`src/rtl/pattern_pkg.sv`:
```
// Shared constants and FSM encoding for the pattern-stream frame receiver.
// Frame layout is three header ones followed by a two-bit payload, MSB first.
package pattern_pkg;

   localparam int FRAME_LEN = 5;
   localparam int HDR_LEN   = 3;
   localparam int PAY_LEN   = 2;
   localparam int IDX_W     = 3;

   localparam logic [1:0] ST_IDLE   = 2'd0;
   localparam logic [1:0] ST_RECV   = 2'd1;
   localparam logic [1:0] ST_RESYNC = 2'd2;

   typedef enum logic [1:0] {
      IDLE   = ST_IDLE,
      RECV   = ST_RECV,
      RESYNC = ST_RESYNC
   } state_t;

endpackage

```
`src/rtl/sat_counter.sv`:
```
// Saturating up-counter with synchronous clear; clear has priority over increment.
module sat_counter #(
   parameter int W = 8
) (
   input  logic         clk,
   input  logic         rst,
   input  logic         clr,
   input  logic         inc,
   output logic [W-1:0] q
);

   logic [W-1:0] q_reg;

   always_ff @(posedge clk or posedge rst) begin
      if (rst) begin
         q_reg <= '0;
      end else if (clr) begin
         q_reg <= '0;
      end else if (inc && (q_reg != {W{1'b1}})) begin
         q_reg <= q_reg + 1'b1;
      end
   end

   assign q = q_reg;

endmodule

```
`src/rtl/pattern_rx.sv`:
```
// Serial frame receiver: aligns to 5-bit frames, emits 2-bit symbols with a strobe,
// flags header/abort errors and keeps saturating per-symbol occurrence counts.
module pattern_rx
   import pattern_pkg::*;
#(
   parameter int CNT_W = 8
) (
   input  logic               clk,
   input  logic               rst,
   input  logic               valid,
   input  logic               pattern,
   input  logic               clr,
   output logic [PAY_LEN-1:0] sym,
   output logic               sym_valid,
   output logic               hdr_err,
   output logic               abort_err,
   output logic [4*CNT_W-1:0] cnt
);

   state_t             state_reg, state_next;
   logic [IDX_W-1:0]   idx_reg, idx_next;
   logic               msb_reg, msb_next;
   logic [PAY_LEN-1:0] sym_reg, sym_next;
   logic               sym_valid_reg, sym_valid_next;
   logic               hdr_err_reg, hdr_err_next;
   logic               abort_err_reg, abort_err_next;

   always_ff @(posedge clk or posedge rst) begin
      if (rst) begin
         state_reg     <= IDLE;
         idx_reg       <= '0;
         msb_reg       <= 1'b0;
         sym_reg       <= '0;
         sym_valid_reg <= 1'b0;
         hdr_err_reg   <= 1'b0;
         abort_err_reg <= 1'b0;
      end else begin
         state_reg     <= state_next;
         idx_reg       <= idx_next;
         msb_reg       <= msb_next;
         sym_reg       <= sym_next;
         sym_valid_reg <= sym_valid_next;
         hdr_err_reg   <= hdr_err_next;
         abort_err_reg <= abort_err_next;
      end
   end

   always_comb begin
      state_next     = state_reg;
      idx_next       = idx_reg;
      msb_next       = msb_reg;
      sym_next       = sym_reg;
      sym_valid_next = 1'b0;
      hdr_err_next   = 1'b0;
      abort_err_next = 1'b0;

      case (state_reg)
         IDLE: begin
            idx_next = '0;
            if (valid) begin
               if (pattern) begin
                  state_next = RECV;
                  idx_next   = IDX_W'(1);
               end else begin
                  hdr_err_next = 1'b1;
                  state_next   = RESYNC;
               end
            end
         end

         RECV: begin
            if (!valid) begin
               // Partial payload is dropped; sym keeps the last complete symbol.
               abort_err_next = 1'b1;
               state_next     = IDLE;
               idx_next       = '0;
            end else if (idx_reg < IDX_W'(HDR_LEN)) begin
               if (!pattern) begin
                  hdr_err_next = 1'b1;
                  state_next   = RESYNC;
                  idx_next     = '0;
               end else begin
                  idx_next = idx_reg + 1'b1;
               end
            end else if (idx_reg == IDX_W'(HDR_LEN)) begin
               msb_next = pattern;
               idx_next = idx_reg + 1'b1;
            end else begin
               // Last bit of the frame; IDLE takes the next valid bit as bit 0.
               sym_next       = {msb_reg, pattern};
               sym_valid_next = 1'b1;
               state_next     = IDLE;
               idx_next       = '0;
            end
         end

         RESYNC: begin
            idx_next = '0;
            if (!valid) begin
               state_next = IDLE;
            end
         end

         default: begin
            state_next = IDLE;
            idx_next   = '0;
         end
      endcase
   end

   assign sym       = sym_reg;
   assign sym_valid = sym_valid_reg;
   assign hdr_err   = hdr_err_reg;
   assign abort_err = abort_err_reg;

   generate
      for (genvar gi = 0; gi < 4; gi++) begin : g_cnt
         logic inc;
         assign inc = sym_valid_reg && (sym_reg == PAY_LEN'(gi));

         sat_counter #(
            .W (CNT_W)
         ) u_cnt (
            .clk (clk),
            .rst (rst),
            .clr (clr),
            .inc (inc),
            .q   (cnt[gi*CNT_W +: CNT_W])
         );
      end
   endgenerate

endmodule

```
`config.mk`:
```
export PLATFORM = sky130hd
export DESIGN_NAME = pattern_rx
export DESIGN_NICKNAME = d
export VERILOG_FILES = /design/src/rtl/pattern_pkg.sv /design/src/rtl/sat_counter.sv /design/src/rtl/pattern_rx.sv
export SDC_FILE = /design/constraint.sdc
export NUM_CORES = 1
export LEC_CHECK = 0
export ABC_AREA = 1
export BUFFER_PORTS_ARGS = -buffer_cell sky130_fd_sc_hd__buf_2
export CORE_AREA = 4 4 85 87
export CTS_CLUSTER_DIAMETER = 50
export CTS_CLUSTER_SIZE = 28
export DETAILED_ROUTE_END_ITERATION = 12
export DIE_AREA = 0 0 89 91
export GPL_TIMING_DRIVEN = 0
export PLACE_DENSITY = 0.57
export SETUP_SLACK_MARGIN = 0.4
export SLEW_MARGIN = 20
export SYNTH_ARGS = -nofsm -noshare
export SYNTH_HDL_FRONTEND = slang
export SYNTH_SLANG_ARGS = --single-unit
```
`constraint.sdc`:
```
create_clock -name clk -period 2 [get_ports clk]
set_input_delay 0.6 -clock clk [delete_from_list [all_inputs] [get_ports clk]]
set_output_delay 0.6 -clock clk [all_outputs]
set_load 0.01 [all_outputs]
```
# Word level (Yosys, flattened, before mapping)
# Cells that the tools add are included.
totals:
  register_bits: 43
  inputBits: 5
  out_inout_bits: 37
  word_cells: 84
classes:
  n_addsub: 5
  order_cmp: 1
  eq_ne: 14
  mux: 34
  bitwise: 2
  reduce_logical: 17
ops:
  columns: ["op", "count"]
  rows:
  - ["8-bit two-way mux", 8]
  - ["8-bit by 1-bit adder with 8-bit output, second input constant", 4]
  - ["8-bit != test, second input constant", 4]
  - ["2-bit two-way mux", 7]
  - ["1-bit two-way mux", 12]
  - ["3-bit two-way mux", 4]
  - ["4-bit AND reduction", 3]
  - ["1-bit logical AND", 8]
  - ["4-bit != test, second input constant", 2]
  - ["2-bit nonzero test", 4]
  - ["2-bit == test, second input constant", 3]
  - ["2-bit one-hot mux with 3 select lines", 1]
  - ["3-bit one-hot mux with 2 select lines", 1]
  - ["2-bit by 1-bit == test with 1-bit output, second input constant", 2]
  - ["2-bit logical NOT", 2]
  - ["2-bit != test, second input constant", 2]
  - ["3-bit by 1-bit adder with 3-bit output, second input constant", 1]
  - ["3-bit by 2-bit == test with 1-bit output, second input constant", 1]
  - ["3-bit by 2-bit less-than comparator with 1-bit output, second input constant", 1]
  - ["1-bit NOT", 2]
  - ["1-bit one-hot mux with 2 select lines", 1]

# Depth between registers and ports, before layout
# Gate-level depths: netlist (run 1).
depth:
  word_depth: 5
  depth_mapped: 9
  ltp_nobuf: 9

# By module
# A second synthesis (run 1) with hierarchy kept.
unflattened:
  hier_cells: 340
  area_unflattened_um2: 2586.2
modules_own_cells:
  columns: ["module", "instances", "cells_per_inst", "area_per_inst_um2", "seq_area_each_um2"]
  rows:
  - ["sat_counter", 4, 69, 506.7, 200.2]
  - ["pattern_rx", 1, 64, 559.3, 275.3]

# Worst setup path after synthesis (run 1)
# No wires, ideal clock.
synth_path:
  path_kind: "register -> register"
  startpoint: "register g_cnt[2].u_cnt.q_reg[0]"
  endpoint: "register g_cnt[2].u_cnt.q_reg[7]"
  setup_time_ns: 0.118
  t_arrival_ns: 1.196
  t_required_ns: 1.882
  setup_slack_ns: 0.686
  path_stages_with_launch: 10
  path_buffers: 0
  period_less_slack_ns: 1.314
  cell_sequence: "dfrtp_1 > ha_1 > nand2_2 > nor2_2 > nand2_1 > nand2_2 > nand2_4 > clkinv_4 > nand2_1 > nand2_1"
synth_between:
  elab_chain_cells: 3
  word_cells_on_any_way: 6
  cone_classes: "add/sub: 1; eq/ne: 1; mux: 2; reduce/logical: 2"
synth_lines:
  columns: ["element", "line_no", "source"]
  rows:
  - ["from (decl)", "sat_counter.sv:12", "logic [W-1:0] q_reg;"]
  - ["from (signal assigned)", "sat_counter.sv:20", "q_reg <= q_reg + 1'b1;"]
  - ["8-bit by 1-bit adder with 8-bit output or 8-bit != test (tied branches)", "sat_counter.sv:20, sat_counter.sv:19", null]
  - ["8-bit two-way mux or 1-bit logical AND (tied branches)", "sat_counter.sv:19", "end else if (inc && (q_reg != {W{1'b1}})) begin"]
  - ["8-bit two-way mux or 2-bit nonzero test (tied branches)", null, null]
# Parallel ways exist; a longest one is shown, timed or not. The select of a mux whose other input is x is not followed.
# A chain may end at the register's enable or synchronous reset.

# Final worst setup path (run 1)
layout_path:
  startpoint: "register sym_reg[0], in the netlist sym[0]"
  endpoint: "output port sym[0]"
layout_rtl:
  columns: ["element", "line_no", "source"]
  rows:
  - ["from (decl)", "pattern_rx.sv:23", "logic [PAY_LEN-1:0] sym_reg, sym_next;"]
  - ["from (signal assigned)", "pattern_rx.sv:41", "sym_reg <= sym_next;"]
  - ["to (decl)", "pattern_rx.sv:13", "output logic [PAY_LEN-1:0] sym,"]
# No word-level cell between the ends.

==> run metrics, run 1 <==
Yosys top cell area share=a little over two fifths; main combinational cell family by area after synthesis=simple AND/OR/NAND/NOR gates; number of nets in the finished design=roughly 410; highest-count cells in the layout ignoring fill and taps=nand2_1 (104), nor2_1 (46), buf_2 (42), dfrtp_1 (41), inv_1 (38); maximum fanout count along the critical path=4; detailed-route DRC error count=0; CP cell instances=buf_2; effective utilization at floorplan=between 30% and 40%; combinational fraction of design power=roughly 6.2%; data arrival time of the worst path=950 ps; Achievable Freq=about 650 MHz; total via count after detailed routing=approximately 2300; library cell with the largest summed area after synthesis=dfrtp_1; share of layout cells above drive strength 1=21.7%; CTS sink cnt=43; routed length per instance=12.4 um; initial antenna violation count=0; via count of the first global-routing pass=2164; Psw=a little under 0.4 mW; first-pass GRT wire length=between 10 and 15 mm; number of antenna diodes=0; number of buffers and inverters on the critical path=1; combined global-route utilization of all metal layers=between 15 and 20%; cell area power density=roughly 560 mW/mm2; IR drop worst, VDD=between 0.0003 and 0.0004 V; count of antenna-violating nets left after detailed routing=0; vertical die dimension=91 um; fraction of the yosys area taken by sequential cells=between 40% and 50%; buffer levels on the longest clock path=2; power share of the clock group=roughly two fifths; number of synthesized register bits=43; post-synthesis adder-cell area fraction=under 10%; classification of the worst setup path=flop to primary output; clock root buffer master=clkbuf_8; max-capacitance violation count=0; min Tclk post-route=between 1500 and 2000 ps; cells after synthesis=~350; FF+latch area=around 0.0011 mm2; CP endpoint kind=primary output; area of the core=approximately 0.0063 mm2; clock tree from TritonCTS=done; post-synthesis instance area=~0.0025 mm2; drt initial violations=between 100 and 150; total setup violations reported at the end of the flow=0; Port Buf Inserts=41; number of distinct library cell variants in the gate-level netlist after synthesis=28; critical path startpoint category=flop; minimum hold slack=around 300 ps; Most used DFF post-synth=dfrtp_1; weighted congestion at the end of routability-driven global placement=between 0.8 and 0.9; top cells by area, synth=dfrtp_1 (43%), nand2_1 (15%), nor2_1 (7.0%); aggregate negative setup slack=0 ps; share of the synthesized netlist area taken by xor and xnor gates=approximately 1.4%; count of filler cells inserted in the layout=656; Skew-Pair Late Insertion Delay=approximately 300 ps; iteration count of the initial detailed-routing pass=4; leakage=about 1.5 nW; post-synth net total=roughly 360; flip-flop count of the largest register, all copies and words added=32; clock slew at the register clock pins of the worst setup and hold paths=about 80 ps; master of the slowest instance on the critical path=dfrtp_1; portion of total power attributed to sequential cells=between 50% and 60%; Relative slew margins=slightly above 70%; Clock Skew=8.57 ps; maximum level of the CTS H-tree=2; top-level port count=42; final wirelength=just under 6 mm; Max Slew Vio Count=0; number of setup buffers added after CTS=0; per-instance average area after synthesis=between 7 and 8 um2; Multi-input gate area=between 0.001 and 0.0015 mm2; fraction of the core area covered by cells at the end of the flow=between 40% and 50%; number of enable-type register cells in the synthesized netlist=0; Yosys warnings=0; Int Power=between 1 and 1.5 mW; hold bufs inserted after CTS=0; multiplexer area fraction after synthesis=0%; maximum cell stage delay along the critical path=470 ps; share of total power consumed by net switching=between 20 and 25%; family of cells with the greatest summed delay on the critical path=flip-flops; total count of hold-check failures in the final report=0; maximum number of pins on one net before global-route repair=44; overall die width=between 80 and 90 um; post-synthesis share of cell area spent on and, or, nand and nor gates=approximately 39%; Period Utilization, post-route=just under 80%; critical path required time=around 1400 ps; number of buffers added by the clock tree synthesis step=5; result of the run=finished clean; compound-cell area share of the yosys netlist=~6.1%; area growth from synthesis to final layout=17.5%; post-DP HPWL=4.26 mm; Async S/R FF share, synth=100%; Die Area=0.00810 mm2; cts repair resizes=0; number of core rows=29; transition time at the pin with the least slew margin=roughly 420 ps; setup repair after global routing missed its margin=no; Tightest Hold Check Type=input pin to async pin; remaining global-route overflow=0; commonest non-fill, non-tap cell in the layout=nand2_1; number of vias per cell=between 4 and 5
layer usage:
layer  track usage, %  wire (um)
met1             19.8       2690
met2             26.3       2900
met3             3.08        268
met4             3.72         40
met5                0          0
power by group through the flow:
stage	registers, mW	logic [mW]	clock network (mW)
2_1_floorplan	0.907	0.0625	0
3_3_place_gp	0.906	0.101	0
3_5_place_dp	0.906	0.101	0
4_1_cts	0.889	0.101	0.699
5_1_grt	0.891	0.118	0.738
6_report	0.889	0.103	0.667
Yosys cell counts, types with 4 or more instances:
cell type	n
nand4_1	13
ha_1	6
nand3_1	29
o21ai_1	9
inv_1	39
nand2_2	10
nand2_1	104
o21ai_0	10
a21oi_1	5
nor2_1	47
inv_2	5
dfrtp_1	43
xor2_1	4
nor2_4	4
through the flow:
step / power [mW] / worst slack (ps) / std cells / instance area [um2]
after global placement: 1.01 / 355 / 466 / 2830
after CTS: 1.69 / 418 / 473 / 2930
final: 1.66 / 453 / 474 / 2960
after floorplan: 0.969 / 686 / 348 / 2530
after detailed placement: 1.01 / 350 / 466 / 2830
after global routing: 1.75 / 398 / 474 / 2960
cell families (layout without fill, tap and decap cells):
kind of cell             count (synthesis)  in the layout
AND/OR/NAND/NOR                        217            217
buffers and inverters                   50             99
flip-flops                              43             43
AO/OA/AOI/OAI                           28             28
adder cells (fa/ha/maj)                  6              6
XOR/XNOR                                 4              4
layout make-up:
type	instances	area share, %
Clock buffer	5	2.32
Buffer	3	0.676
Tap cell	77	3.25
Clock inverter	2	1.27
Sequential cell	43	36.4
Timing Repair Buffer	42	7.60
Inverter	47	6.42
Multi-Input combinational cell	255	42.1
worst paths after layout:
check / cells after the start / end / start / slack, ps
setup / recovery: 1 / sym[0] / sym[0]$_DFFE_PP0P_ / 450
hold / removal: 2 / state_reg[0]$_DFFE_PP0P_ / rst / 300
setup reg to reg: 6 / g_cnt[2].u_cnt.q[0]$_DFFE_PP0P_ / g_cnt[2].u_cnt.q[1]$_DFFE_PP0P_ / 560
hold reg to reg: 2 / msb_reg$_DFFE_PP0P_ / msb_reg$_DFFE_PP0P_ / 490
max in group asynchronous: 3 / g_cnt[2].u_cnt.q[2]$_DFFE_PP0P_ / rst / 1230
min in group clk: 2 / msb_reg$_DFFE_PP0P_ / msb_reg$_DFFE_PP0P_ / 490
(Power assumes the default switching activity.)
==> run 2: changes to the inputs <==
PLACE_DENSITY = 0.59   (was 0.57)
clock period = 1.35 ns   (was 2 ns; I/O delays follow)
==> run metrics, run 2 (same netlist as run 1, synthesis figures left out) <==
result of the run=complete, but fails checks; failing checks=negative setup slack; Die Area=between 0.008 and 0.009 mm2; capture point of the worst reg-to-reg path=g_cnt[1].u_cnt.q[2]$_DFFE_PP0P_; count of filler cells inserted in the layout=between 500 and 600; CP cell instances=ha_4 -> nand2_4 -> nor2_4 -> nand2_2 -> nand2_2 -> nand2_4 -> inv_4 -> nand2_1 -> nand2_1; top-level port count=42; combinational fraction of design power=a little under a tenth; Multi-input gate area=0.00157 mm2; worst reg-to-reg path cell count=9; routed length per instance=~14 um; IR drop worst, VDD=about 0.00046 V; highest layer used for signal routing=met4; number of core rows=29; weighted congestion at the end of routability-driven global placement=~0.85; Relative slew margins=between 60% and 70%; effective utilization at floorplan=approximately two fifths; leakage=around 1.9 nW; hold bufs inserted after CTS=0; Period Utilization, post-route=101%; min Tclk post-route=about 1400 ps; commonest non-fill, non-tap cell in the layout=nand2_1; CP endpoint kind=flop; Achievable Freq=about 730 MHz; area growth from synthesis to final layout=52.8%; first-pass GRT wire length=about 12 mm; wire length on met1=roughly 3.3 mm; maximum fanout count along the critical path=7; share of total power consumed by net switching=between 20 and 30%; Clock Skew=around 11 ps; power share of the clock group=between 30% and 40%; number of vias per cell=~5.0; initial antenna violation count=0; CTS sink cnt=43; detailed-route DRC error count=0; share of layout cells above drive strength 1=between 40 and 50%; transition time at the pin with the least slew margin=~560 ps; clock tree from TritonCTS=done; Skew-Pair Late Insertion Delay=a little over 300 ps; total count of hold-check failures in the final report=0; power after layout=~2.4 mW; Crit path depth=9; clock slew at the register clock pins of the worst setup and hold paths=roughly 100 ps; setup repair after global routing missed its margin=yes; final wirelength=around 7.6 mm; number of nets in the finished design=470; highest-count cells in the layout ignoring fill and taps=nand2_1 (75), buf_4 (61), nor2_1 (38), inv_1 (36), dfrtp_1 (31); flip-flop count of the largest register, all copies and words added=32; area of the core=0.00635 mm2; sum of met2 wire segment lengths after detailed routing=around 3.8 mm; number of buffers and inverters on the critical path=1; count of antenna-violating nets left after detailed routing=0; classification of the worst setup path=flop to flop; minimum setup slack in the final design=-17.5 ps; remaining global-route overflow=0; via count of the first global-routing pass=2549; number of antenna diodes=0; total setup violations reported at the end of the flow=4; Int Power=~1.8 mW; master of the slowest instance on the critical path=dfrtp_1; FF+latch area=between 0.001 and 0.0015 mm2; maximum level of the CTS H-tree=2; max-capacitance violation count=0; Tightest Hold Check Type=input pin to async pin; number of buffers added by the clock tree synthesis step=5; overall die width=between 80 and 90 um; routed length on met3=between 300 and 400 um; Max Slew Vio Count=0; fraction of the core area covered by cells at the end of the flow=approximately three fifths; Psw=0.681 mW; drt initial violations=~120; source of the worst register-to-register timing path=g_cnt[1].u_cnt.q[0]$_DFFE_PP0P_; vertical die dimension=91 um; maximum number of pins on one net before global-route repair=between 40 and 50; clock root buffer master=clkbuf_8; buffer levels on the longest clock path=2; combined global-route utilization of all metal layers=17.6%; portion of total power attributed to sequential cells=54.3%; iteration count of the initial detailed-routing pass=4; cell area power density=631 mW/mm2; family of cells with the greatest summed delay on the critical path=simple AND/OR/NAND/NOR gates; critical path required time=roughly 1600 ps; total via count after detailed routing=between 2000 and 3000; critical path startpoint category=flop; data arrival time of the worst path=between 1500 and 2000 ps; maximum cell stage delay along the critical path=around 460 ps; worst setup slack for register-to-register paths=-20 ps; post-DP HPWL=approximately 4.4 mm; Port Buf Inserts=41
run 2: cell types whose count changed in the layout (fill, tap and decap cells not counted), moves of 8 or more:
cell / before / now
buf_4: 2 / 61
dfrtp_1: 41 / 31
nand2_2: 10 / 28
nand2_4: 2 / 13
buf_2: 42 / 26
nand2_1: 104 / 75
dfrtp_2: 2 / 12
nor2_1: 46 / 38
buf_6: 0 / 19
run 2: through the flow:
step                      hold WS (ps)  setup TNS (ps)  area (um2)  instances  setup WS (ps)
after floorplan                    403               0        2560        348           68.9
after global placement             469            -643        2860        466          -68.6
after detailed placement           475            -882        2860        466          -67.6
after CTS                          305               0        3540        527           28.1
after global routing               214           -1220        3850        537          -82.1
final                              181           -33.3        3850        537          -17.5
run 2: area by class of cell:
class / count / area share [%]
flip-flops and latches: 43 / 28.3
plain buffers: 3 / 0.519
multi-input cells: 255 / 40.6
inverters: 47 / 5.19
repair buffers: 103 / 20.3
clock buffers: 5 / 1.79
repair inverters: 1 / 0.195
clock inverters: 3 / 0.617
well taps: 77 / 2.50
run 2: worst reg2reg max path, stage by stage, from the launching register on:
cell	delay, ps
dfrtp_1	460
ha_4	190
nand2_4	60
nor2_4	130
nand2_2	80
nand2_2	90
nand2_4	100
inv_4	100
nand2_1	50
nand2_1	50
run 2: worst max-delay path by stage:
stage	endpoint	from	slack [ps]
2_1_floorplan	g_cnt[2].u_cnt.q[4]$_DFFE_PP0P_	g_cnt[2].u_cnt.q[1]$_DFFE_PP0P_	70
3_3_place_gp	g_cnt[0].u_cnt.q[1]$_DFFE_PP0P_	clr	-70
3_5_place_dp	g_cnt[0].u_cnt.q[1]$_DFFE_PP0P_	clr	-70
4_1_cts	cnt[2]	g_cnt[0].u_cnt.q[2]$_DFFE_PP0P_	30
5_1_grt	g_cnt[1].u_cnt.q[2]$_DFFE_PP0P_	g_cnt[1].u_cnt.q[0]$_DFFE_PP0P_	-80
6_report	g_cnt[1].u_cnt.q[2]$_DFFE_PP0P_	g_cnt[1].u_cnt.q[0]$_DFFE_PP0P_	-20
run 2: power by group through the flow:
| stage | registers, mW | logic [mW] | clock network, mW |
|---|---|---|---|
| 2_1_floorplan | 1.34 | 0.0963 | 0 |
| 3_3_place_gp | 1.34 | 0.155 | 0 |
| 3_5_place_dp | 1.34 | 0.155 | 0 |
| 4_1_cts | 1.32 | 0.195 | 0.907 |
| 5_1_grt | 1.32 | 0.251 | 0.961 |
| 6_report | 1.32 | 0.225 | 0.887 |
run 2: layer usage:
layer	vias up	track usage [%]
met5	-	0
met4	0	5.83
met3	16	3.71
met2	59	28.3
met1	1286	23.5
li1	1325	-
run 2: repair_timing:
item | in CTS | in global routing
hold endpoints to repair | 0 | 0
resized for setup | 50 | 64
gates cloned | 0 | 1
endpoints found under the setup margin | 78 | 122
buffers inserted | 53 | 9
pin swaps | 17 | 13
